**src/rtl/cpm_pkg.sv**
```systemverilog
// Shared types and width defaults for the CPM count/enable strobe path.
package cpm_pkg;

    localparam int CPM_CNT_DW = 8;
    localparam int CPM_GAP_GW = 4;

    typedef enum logic [1:0] {
        IDLE = 2'd0,
        EMIT = 2'd1,
        GAP  = 2'd2,
        DONE = 2'd3
    } cpm_state_e;

    typedef struct packed {
        logic [CPM_CNT_DW-1:0] cnt;
        logic [CPM_GAP_GW-1:0] gap;
    } cpm_cmd_t;

endpackage

```
**src/rtl/cpm_cnt_burst_gen_if.sv**
```systemverilog
// Command and strobe signals between the sequencer, the burst generator and a CPM counter.
interface cpm_cnt_burst_gen_if
    import cpm_pkg::*;
#(
    parameter int DW = CPM_CNT_DW,
    parameter int GW = CPM_GAP_GW
);

    logic          clear;
    logic          cmd_vld;
    logic          cmd_rdy;
    logic [DW-1:0] cmd_cnt;
    logic [GW-1:0] cmd_gap;
    logic          out_en;
    logic          out_rdy;
    logic [DW-1:0] out_idx;
    logic          out_last;
    logic [DW-1:0] remain;
    logic          busy;
    logic          done;

    // The generator side produces strobes and status.
    modport master (
        input  clear,
        input  cmd_vld,
        input  cmd_cnt,
        input  cmd_gap,
        input  out_rdy,
        output cmd_rdy,
        output out_en,
        output out_idx,
        output out_last,
        output remain,
        output busy,
        output done
    );

    modport slave (
        output clear,
        output cmd_vld,
        output cmd_cnt,
        output cmd_gap,
        output out_rdy,
        input  cmd_rdy,
        input  out_en,
        input  out_idx,
        input  out_last,
        input  remain,
        input  busy,
        input  done
    );

endinterface

```
**src/rtl/cpm_cnt_burst_gen_fifo2.sv**
```systemverilog
// Two-entry register FIFO holding queued count commands; flush empties it in one cycle.
module cpm_cmd_fifo2
    import cpm_pkg::*;
#(
    parameter type T = cpm_cmd_t
) (
    input  logic clk,
    input  logic rst,
    input  logic flush,
    input  logic push,
    input  logic pop,
    input  T     wr_data,
    output T     rd_data,
    output logic full,
    output logic empty
);

    T           mem [2];
    logic       wr_ptr;
    logic       rd_ptr;
    logic [1:0] count;
    logic       do_push;
    logic       do_pop;

    assign full    = (count == 2'd2);
    assign empty   = (count == 2'd0);
    assign do_pop  = pop & ~empty;
    assign do_push = push & (~full | do_pop);
    assign rd_data = mem[rd_ptr];

    always_ff @(posedge clk or posedge rst) begin
        if (rst) begin
            wr_ptr <= 1'b0;
            rd_ptr <= 1'b0;
            count  <= 2'd0;
        end else if (flush) begin
            wr_ptr <= 1'b0;
            rd_ptr <= 1'b0;
            count  <= 2'd0;
        end else begin
            if (do_push) wr_ptr <= ~wr_ptr;
            if (do_pop)  rd_ptr <= ~rd_ptr;
            count <= count + 2'(do_push) - 2'(do_pop);
        end
    end

    // Payload storage carries no reset; occupancy alone decides validity.
    always_ff @(posedge clk) begin
        if (do_push && !flush) mem[wr_ptr] <= wr_data;
    end

endmodule

```
**src/rtl/cpm_cnt_burst_gen.sv**
```systemverilog
// Emits exactly N enable strobes per queued command, with a programmable idle gap and back-pressure.
module cpm_cnt_burst_gen
    import cpm_pkg::*;
#(
    parameter int DW = CPM_CNT_DW,
    parameter int GW = CPM_GAP_GW
) (
    input  logic                 clk,
    input  logic                 rst,
    cpm_cnt_burst_gen_if.master  bus
);

    typedef struct packed {
        logic [DW-1:0] cnt;
        logic [GW-1:0] gap;
    } cmd_t;

    cmd_t          push_cmd;
    cmd_t          head;
    logic          full;
    logic          empty;
    logic          cmd_rdy;
    logic          push;
    logic          pop;
    logic          out_en;
    logic          done;

    cpm_state_e    state;
    cpm_state_e    state_nxt;
    logic [DW-1:0] rem;
    logic [DW-1:0] rem_nxt;
    logic [DW-1:0] idx;
    logic [DW-1:0] idx_nxt;
    logic [GW-1:0] gap_r;
    logic [GW-1:0] gap_nxt;
    logic [GW-1:0] gcnt;
    logic [GW-1:0] gcnt_nxt;

    // Ready looks only at the pre-pop occupancy, so there is no path from pop to cmd_rdy.
    assign cmd_rdy      = ~full & ~bus.clear;
    assign push         = bus.cmd_vld & cmd_rdy;
    assign push_cmd.cnt = bus.cmd_cnt;
    assign push_cmd.gap = bus.cmd_gap;

    cpm_cmd_fifo2 #(
        .T (cmd_t)
    ) u_fifo (
        .clk     (clk),
        .rst     (rst),
        .flush   (bus.clear),
        .push    (push),
        .pop     (pop),
        .wr_data (push_cmd),
        .rd_data (head),
        .full    (full),
        .empty   (empty)
    );

    always_ff @(posedge clk or posedge rst) begin
        if (rst) begin
            state <= IDLE;
            rem   <= '0;
            idx   <= '0;
        end else begin
            state <= state_nxt;
            rem   <= rem_nxt;
            idx   <= idx_nxt;
        end
    end

    always_ff @(posedge clk) begin
        gap_r <= gap_nxt;
        gcnt  <= gcnt_nxt;
    end

    always_comb begin
        state_nxt = state;
        rem_nxt   = rem;
        idx_nxt   = idx;
        gap_nxt   = gap_r;
        gcnt_nxt  = gcnt;
        pop       = 1'b0;
        out_en    = 1'b0;
        done      = 1'b0;

        case (state)
            IDLE: begin
                if (!empty) begin
                    pop       = 1'b1;
                    rem_nxt   = head.cnt;
                    idx_nxt   = '0;
                    gap_nxt   = head.gap;
                    state_nxt = (head.cnt != '0) ? EMIT : DONE;
                end
            end
            EMIT: begin
                out_en = 1'b1;
                if (bus.out_rdy) begin
                    idx_nxt = idx + DW'(1);
                    rem_nxt = rem - DW'(1);
                    if (rem == DW'(1)) begin
                        state_nxt = DONE;
                    end else if (gap_r != '0) begin
                        state_nxt = GAP;
                        gcnt_nxt  = gap_r;
                    end
                end
            end
            GAP: begin
                gcnt_nxt = gcnt - GW'(1);
                if (gcnt == GW'(1)) state_nxt = EMIT;
            end
            DONE: begin
                done      = 1'b1;
                state_nxt = IDLE;
            end
            default: state_nxt = IDLE;
        endcase

        // Abort wins over everything; a strobe handshaked this cycle is still delivered.
        if (bus.clear) begin
            state_nxt = IDLE;
            rem_nxt   = '0;
            idx_nxt   = '0;
            pop       = 1'b0;
        end
    end

    assign bus.cmd_rdy  = cmd_rdy;
    assign bus.out_en   = out_en;
    assign bus.out_idx  = idx;
    assign bus.out_last = out_en & (rem == DW'(1));
    assign bus.remain   = rem;
    assign bus.busy     = (state != IDLE) | ~empty;
    assign bus.done     = done;

endmodule

```
**src/flat_wrapper.sv**
```systemverilog
// flat-port wrapper written by rule: the top's interface ports become plain ports
module cpm_cnt_burst_gen_flat import cpm_pkg::*;
#(
    parameter int DW = CPM_CNT_DW,
    parameter int GW = CPM_GAP_GW
)
  (clk, rst, bus_clear, bus_cmd_vld, bus_cmd_cnt, bus_cmd_gap, bus_out_rdy, bus_cmd_rdy, bus_out_en, bus_out_idx, bus_out_last, bus_remain, bus_busy, bus_done);
  cpm_cnt_burst_gen_if #(.DW(DW), .GW(GW)) bus_i ();
  input  logic clk;
  input  logic rst;
  input wire logic [$bits(bus_i.clear)-1:0] bus_clear;
  input wire logic [$bits(bus_i.cmd_vld)-1:0] bus_cmd_vld;
  input wire logic [$bits(bus_i.cmd_cnt)-1:0] bus_cmd_cnt;
  input wire logic [$bits(bus_i.cmd_gap)-1:0] bus_cmd_gap;
  input wire logic [$bits(bus_i.out_rdy)-1:0] bus_out_rdy;
  output wire logic [$bits(bus_i.cmd_rdy)-1:0] bus_cmd_rdy;
  output wire logic [$bits(bus_i.out_en)-1:0] bus_out_en;
  output wire logic [$bits(bus_i.out_idx)-1:0] bus_out_idx;
  output wire logic [$bits(bus_i.out_last)-1:0] bus_out_last;
  output wire logic [$bits(bus_i.remain)-1:0] bus_remain;
  output wire logic [$bits(bus_i.busy)-1:0] bus_busy;
  output wire logic [$bits(bus_i.done)-1:0] bus_done;
  assign bus_i.clear = bus_clear;
  assign bus_i.cmd_vld = bus_cmd_vld;
  assign bus_i.cmd_cnt = bus_cmd_cnt;
  assign bus_i.cmd_gap = bus_cmd_gap;
  assign bus_i.out_rdy = bus_out_rdy;
  assign bus_cmd_rdy = bus_i.cmd_rdy;
  assign bus_out_en = bus_i.out_en;
  assign bus_out_idx = bus_i.out_idx;
  assign bus_out_last = bus_i.out_last;
  assign bus_remain = bus_i.remain;
  assign bus_busy = bus_i.busy;
  assign bus_done = bus_i.done;
  cpm_cnt_burst_gen #(.DW(DW), .GW(GW)) u_core (.clk(clk), .rst(rst), .bus(bus_i));
endmodule
```
**config.mk**
```make
export PLATFORM = sky130hd
export DESIGN_NAME = cpm_cnt_burst_gen_flat
export DESIGN_NICKNAME = d
export VERILOG_FILES = /design/src/rtl/cpm_pkg.sv /design/src/rtl/cpm_cnt_burst_gen_if.sv /design/src/rtl/cpm_cnt_burst_gen_fifo2.sv /design/src/rtl/cpm_cnt_burst_gen.sv /design/src/flat_wrapper.sv
export SDC_FILE = /design/constraint.sdc
export NUM_CORES = 1
export LEC_CHECK = 0
export ABC_AREA = 1
export BUFFER_PORTS_ARGS = -buffer_cell sky130_fd_sc_hd__buf_2
export CAP_MARGIN = 20
export CORE_MARGIN = 3
export CORE_UTILIZATION = 57
export DETAILED_ROUTE_END_ITERATION = 8
export HOLD_SLACK_MARGIN = 0.08
export PLACE_DENSITY_LB_ADDON = 0.25
export SYNTH_ARGS = -nofsm -noshare
export SYNTH_HDL_FRONTEND = slang
export SYNTH_SLANG_ARGS = --single-unit
```
**constraint.sdc**
```tcl
create_clock -name clk -period 1.95 [get_ports clk]
set_clock_uncertainty 0.1 [all_clocks]
set_input_delay 0.0975 -clock clk [delete_from_list [all_inputs] [get_ports clk]]
set_output_delay 0.0975 -clock clk [all_outputs]
set_load 0.01 [all_outputs]
```
* After elaboration in Yosys (flattened, before gate mapping)
Memory sizes are Yosys's and may differ from the RTL's.
Index checks and enable logic that the tools add are counted.
** Storage, ports and cells
- Memories :: 1
- Register bits :: 30
- Output and inout port bits :: 21
- Logic and storage cells :: 86
- Input bits :: 17
- RAM bits :: 24
** Operators by class
- Eq/ne operators :: 13
- Add/subtract/negate cells :: 5
- Multiplexer cells :: 32
- Reduce and logical (&&, ||, !) cells :: 15
- Bitwise gates (word level) :: 12
** Memory list
- u_core.u_fifo.mem :: words 2, width 12, rd ports 1, clocked after Yosys merged registers in 0, write ports 1, RTL line cpm_cnt_burst_gen_fifo2.sv:18 : T mem [2];
** Operators by type and width (count)
- $mux W8 :: 6
- $pmux W8 S2 :: 2
- $mux W2 :: 8
- $mux W4 :: 3
- $mux W1 :: 11
- $add A8 B1 Y8 const B :: 1
- $eq A8 B1 Y1 const B :: 1
- $pmux W2 S4 :: 1
- $pmux W4 S2 :: 1
- $reduce_and A4 Y1 :: 2
- $reduce_bool A2 Y1 :: 4
- $reduce_bool A8 Y1 :: 1
- $sub A8 B1 Y8 const B :: 1
- $eq A2 B2 Y1 const B :: 3
- $ne A3 B3 Y1 const B :: 2
- $and A1 B1 Y1 :: 5
- $not A1 Y1 :: 5
- $eq A4 B1 Y1 const B :: 1
- $logic_not A2 Y1 :: 2
- $ne A2 B2 Y1 const B :: 2
- $ne A4 B2 Y1 const B :: 1
- $reduce_bool A4 Y1 :: 1
- $sub A4 B1 Y4 const B :: 1
- $ne A3 B2 Y1 const B :: 1
- other kinds (10) :: 11

* Longest topological paths before layout
- Word-level depth :: 10
- Mapped depth :: 11
- Mapped depth without buffers :: 10

* By module
From an unflattened synthesis, not the netlist that was laid out.
** Unflattened totals
- Cells, all modules :: 325
- Area, all modules :: 2782.7 um^2
** By module, submodules not included
- cpm_cnt_burst_gen :: area each 1637.8 um^2, cells each 223, instances 1, seq. area each 690.7 um^2
- cpm_cmd_fifo2 :: area each 1144.8 um^2, cells each 102, instances 1, seq. area each 820.8 um^2

* Least setup slack after synthesis
Ideal clock, no wire load.
- Kind :: reg-to-reg
- From :: reg u_core.u_fifo.count[1]
- To :: mem u_core.u_fifo.mem[1][0] in the netlist's numbering, enable pin
- Stages on the path, launching flop included :: 6
- Buffers on the path :: 0
- Required time :: 1.470 ns
- Arrival :: 1.411 ns
- Setup slack :: 0.059 ns
- Library setup time :: 0.380 ns
- Clock period less this slack :: 1.891 ns
- Cells stage by stage :: dfrtp_1 -> inv_1 -> nor2_1 -> nor2_1 -> nand2_1 -> nor2_1
** On the way
- Elaborated cells on any way between the ends :: 15
- Classes of those cells :: eq/ne: 1; mux: 5; bitwise: 7; reduce/logical: 2
** RTL lines
- from (decl) :: RTL line cpm_cnt_burst_gen_fifo2.sv:21 : logic [1:0] count;
- from (signal assigned) :: RTL line cpm_cnt_burst_gen_fifo2.sv:43 : count <= count + 2'(do_push) - 2'(do_pop);
- $eq A2 B2 Y1 :: RTL line cpm_cnt_burst_gen_fifo2.sv:25 : assign full = (count == 2'd2);
- $not A1 Y1 :: RTL line cpm_cnt_burst_gen.sv:40 : assign cmd_rdy = ~full & ~bus.clear;
- $and A1 B1 Y1 :: RTL line cpm_cnt_burst_gen.sv:40
- net bus_cmd_rdy :: RTL line flat_wrapper.sv:16 : output wire logic [$bits(bus_i.cmd_rdy)-1:0] bus_cmd_rdy;
- $and A1 B1 Y1 :: RTL line cpm_cnt_burst_gen.sv:41 : assign push = bus.cmd_vld & cmd_rdy;
- $and A1 B1 Y1 :: RTL line cpm_cnt_burst_gen_fifo2.sv:28 : assign do_push = push & (~full | do_pop);
- $logic_and A1 B1 Y1 :: RTL line cpm_cnt_burst_gen_fifo2.sv:49 : if (do_push && !flush) mem[wr_ptr] <= wr_data;
- $mux W1 :: RTL line cpm_cnt_burst_gen_fifo2.sv:49
- $mux W1 (not written as such) :: RTL line cpm_cnt_burst_gen_fifo2.sv:49
- to (decl) :: RTL line cpm_cnt_burst_gen_fifo2.sv:18
The timed path passes the listed nets, and every way through them passes these cells.

* Worst setup path in the final report
- From :: reg u_core.state[0]
- To :: reg u_core.u_fifo.count[1]
** On the way
- Longest elaborated chain between the ends :: 9
** Ends and longest elaborated chain
- from (decl) :: RTL line cpm_cnt_burst_gen.sv:28 : cpm_state_e state;
- from (signal assigned) :: RTL line cpm_cnt_burst_gen.sv:65 : state <= state_nxt;
- $logic_not A2 Y1 (*) :: RTL line cpm_cnt_burst_gen.sv:86 : case (state)
- $mux W1 (*) :: RTL line cpm_cnt_burst_gen.sv:86
- $mux W1 (*) :: RTL line cpm_cnt_burst_gen.sv:121 : if (bus.clear) begin
- $and A1 B1 Y1 (*) :: RTL line cpm_cnt_burst_gen_fifo2.sv:27 : assign do_pop = pop & ~empty;
- $or A1 B1 Y1 :: RTL line cpm_cnt_burst_gen_fifo2.sv:28
- $and A1 B1 Y1 :: RTL line cpm_cnt_burst_gen_fifo2.sv:28
- $add A2 B1 Y2 :: RTL line cpm_cnt_burst_gen_fifo2.sv:43
- $sub A2 B1 Y2 (*) :: RTL line cpm_cnt_burst_gen_fifo2.sv:43
- $mux W2 (*) :: RTL line cpm_cnt_burst_gen_fifo2.sv:36 : end else if (flush) begin
Every way passes the cells marked *; elsewhere a longest branch is shown, timed or not.
A chain may end at the register's enable or synchronous reset.

==> summary.md <==
| Metric | Value |
|---|---|
| Drt via density | 4.96 |
| Synth top area share | 34.5% |
| Setup violators final | 0 |
| Unrepaired setup endpoints after global routing | false |
| Initial antenna violation count | 0 |
| Final instance area | 0.00332 mm2 |
| Met2 Track Usage GR | 37.2% |
| Initial DRT Pass Iterations | 4 |
| # rows | 24 |
| Routability cong. | 0.861 |
| Final HPWL DP | 4090 um |
| I/O Buffers | 37 |
| Synth Warn # | 0 |
| Worst Tran Pin Value | 0.381 ns |
| CP peak stage delay | 0.56 ns |
| Grt ovf | 0 |
| Main synth FF type | edfxtp_1 |
| # Post-CTS Setup Buffers | 0 |
| Crit-path max FO | 8 |
| Slew Limit Fails | 0 |
| Final Util | 73.1% |
| Routed Antenna Nets | 0 |
| CTS root buf | clkbuf_8 |
| Fmax | 561 MHz |
| Status | finished, final reports clean |
| Drt wl/cell | 13.4 um |
| Area grow syn2layout | 19.0% |
| Later-pin clock latency in the skew report | 0.32 ns |
| Number of hold buffers added after CTS | 15 |
| Largest net degree at the start of global routing | 23 |
| Placed Area | 0.00307 mm2 |
| Die Span Y | 75.9 um |
| Clock buffer depth | 2 |
| Final Cycle Share | 91.3% |
| Ports | 38 |
| Routed wire length | 6010 um |
| Critical path launch point type | flip-flop |
| Cts repair resizes | 0 |
| Drt drc | 0 |
| Period minus WS final | 1.78 ns |
| First DRT Iteration DRCs | 184 |
| Worst Path Arrival | 1.90 ns |
| Pre-CTS WS | 0.169 ns |
| Top-count cell post-synth | nand2_1 |
| Peak VDD IR | 0.000727 V |
| Critical path buffers and inverters | 3 |
| Starting Density | 61.4% |
| Post-layout worst setup margin | 0.169 ns |
| CTS sink count | 54 |
| Met1 GRT Util | 28.3% |
| Area contributors post-synth | edfxtp_1, dfrtp_1, nand2_1 |
| First-pass GRT wire length | 10100 um |
| Post-synthesis register bit count | 54 |
| Clk slew on worst S/H paths | 0.12 ns |
| Yosys cell types | 29 |
| Post-Syn Area | 0.00279 mm2 |
| Pwr dens | 1170 mW/mm2 |
| Async set-reset flop share out of synthesis | 40.7% |
| Max Cap Viol | 0 |
| Data required, critical path | 2.07 ns |
| CP max stage cell | dfrtp_1 |
| Hold crit path type | in -> reg |
| # nets final | 407 |
| Post-synth top area cell | edfxtp_1 |
| Post-synth EDFFs | 32 |
| Slew headroom | 74.6% |
| Layout cells sized above 1 | 18.0% |
| Die width | 75.9 um |
| Final hold vios | 0 |
| Kind of critical path | reg -> reg |
| Final TNS setup | 0 ns |
| Leakage power | 1.68 nW |
| # diodes | 0 |
| Synth Net Count | 345 |
| Die area | 0.00576 mm2 |
| Met3 usage | 4.62% |
| CP cell instances | clkinv_4 > nand2_4 > nor2_4 > inv_1 > nor2_1 > ha_1 > inv_1 > ha_1 > xor2_1 > nor2_1 |
| Core box area | 0.00453 mm2 |
| Global-route usage over all layers | 21.9% |
| GRT busiest layer | met2 |
| Delay-heaviest family, CP | flip-flops |
| Vias in the first global route | 2190 |
| Commonest cells in the synthesized netlist | nand2_1, inv_1, edfxtp_1 |
| Vias | 2228 |
| Syn_area_per_cell | 8.68 um2 |
| Number of cells produced by synthesis | 321 |
| Inserted Clock Buffers | 5 |
| Min Hold Slack | 0.217 ns |
| CTS tree | built |
| Register area share after synthesis | 54.3% |
| Setup crit end kind | flip-flop |
| H-tree depth | 2 |
## per-layer routing
metal	routed length, um	up-vias	share of wire (%)
li1	-	1133	-
met1	2630	1024	44
met2	3040	65	51
met3	273	6	4.5
met4	61	0	1.0
met5	0	-	0
## path summary, 6_finish.rpt
check | start | to | slack (ns) | cells past startpoint
worst max-delay path | u_core.state[0] | u_core.u_fifo.count[1] | 0.17 | 10
worst min-delay path | bus_out_rdy | u_core.bus.out_idx[0] | 0.22 | 7
worst max register to register | u_core.state[0] | u_core.u_fifo.count[1] | 0.17 | 10
worst min register to register | u_core.bus.out_idx[1] | u_core.bus.out_idx[1] | 0.44 | 2
max in group asynchronous | rst | u_core.bus.out_idx[6] | 1.26 | 4
min in group asynchronous | rst | u_core.bus.out_idx[7] | 0.24 | 4
## stage by stage
stage,cells,power [mW]
after floorplan,321,2.77
after global placement,426,3.13
after detailed placement,426,3.19
after CTS,449,3.87
after global routing,449,4.18
final,449,3.88
## sequential cells by signal, indices dropped and copies added, names as in the netlist
name / cells
u_core.u_fifo.mem: 24
u_core.bus.out_idx: 8
u_core.bus.remain: 8
u_core.gap_r: 4
u_core.gcnt: 4
u_core.state: 2
u_core.u_fifo.count: 2
u_core.u_fifo.rd_ptr: 1
u_core.u_fifo.wr_ptr: 1
## worst register-to-register path, stage by stage, from the launching register on
cell and delay [ns]:
dfrtp_1 0.56, clkinv_4 0.11, nand2_4 0.09, nor2_4 0.03, inv_1 0.05, nor2_1 0.05, ha_1 0.28, inv_1 0.04
ha_1 0.18, xor2_1 0.16, nor2_1 0.05
## logic make-up after synthesis
| group | count (synthesis) | synth area share (%) |
|---|---|---|
| compound gates | 25 | 4.76 |
| xor+xnor | 7 | 2.20 |
| fa+ha+maj | 7 | 3.14 |
| buf+inv | 56 | 8.63 |
| flops | 54 | 54.3 |
| simple gates | 172 | 27.0 |
## where the power goes
group          internal (mW)  switching, mW
clock network          0.267          0.410
registers               1.48          0.176
logic                  0.570          0.977
total                   2.32           1.56
## placed cells by master, fill, tap and decap left out, drive strengths merged
master       netlist  layout
nand4              3       3
a21oi              8       8
o31ai              1       1
clkinv             1       3
dfrtp             22      22
nor3               4       4
a211oi             1       1
xnor2              4       4
o211ai             1       1
inv               50      51
dlygate4sd3        0      15
nand2            113     113
clkbuf             0       5
nand3             15      15
edfxtp            32      32
ha                 7       7
o21ai             14      14
nand3b             1       1
or2                2       2
buf                5      45
nor2              34      34
xor2               3       3
## layout make-up
class / count / area, um2
Clock buffer: 5 / 68.8
Sequential cell: 54 / 1510
Tap cell: 65 / 81.3
Clock inverter: 3 / 28.8
Timing Repair Buffer: 60 / 395
Multi-Input combinational cell: 211 / 1030
Fill cell: 342 / 1220
Inverter: 51 / 196
Note: power is estimated with default switching activity, not from simulation.
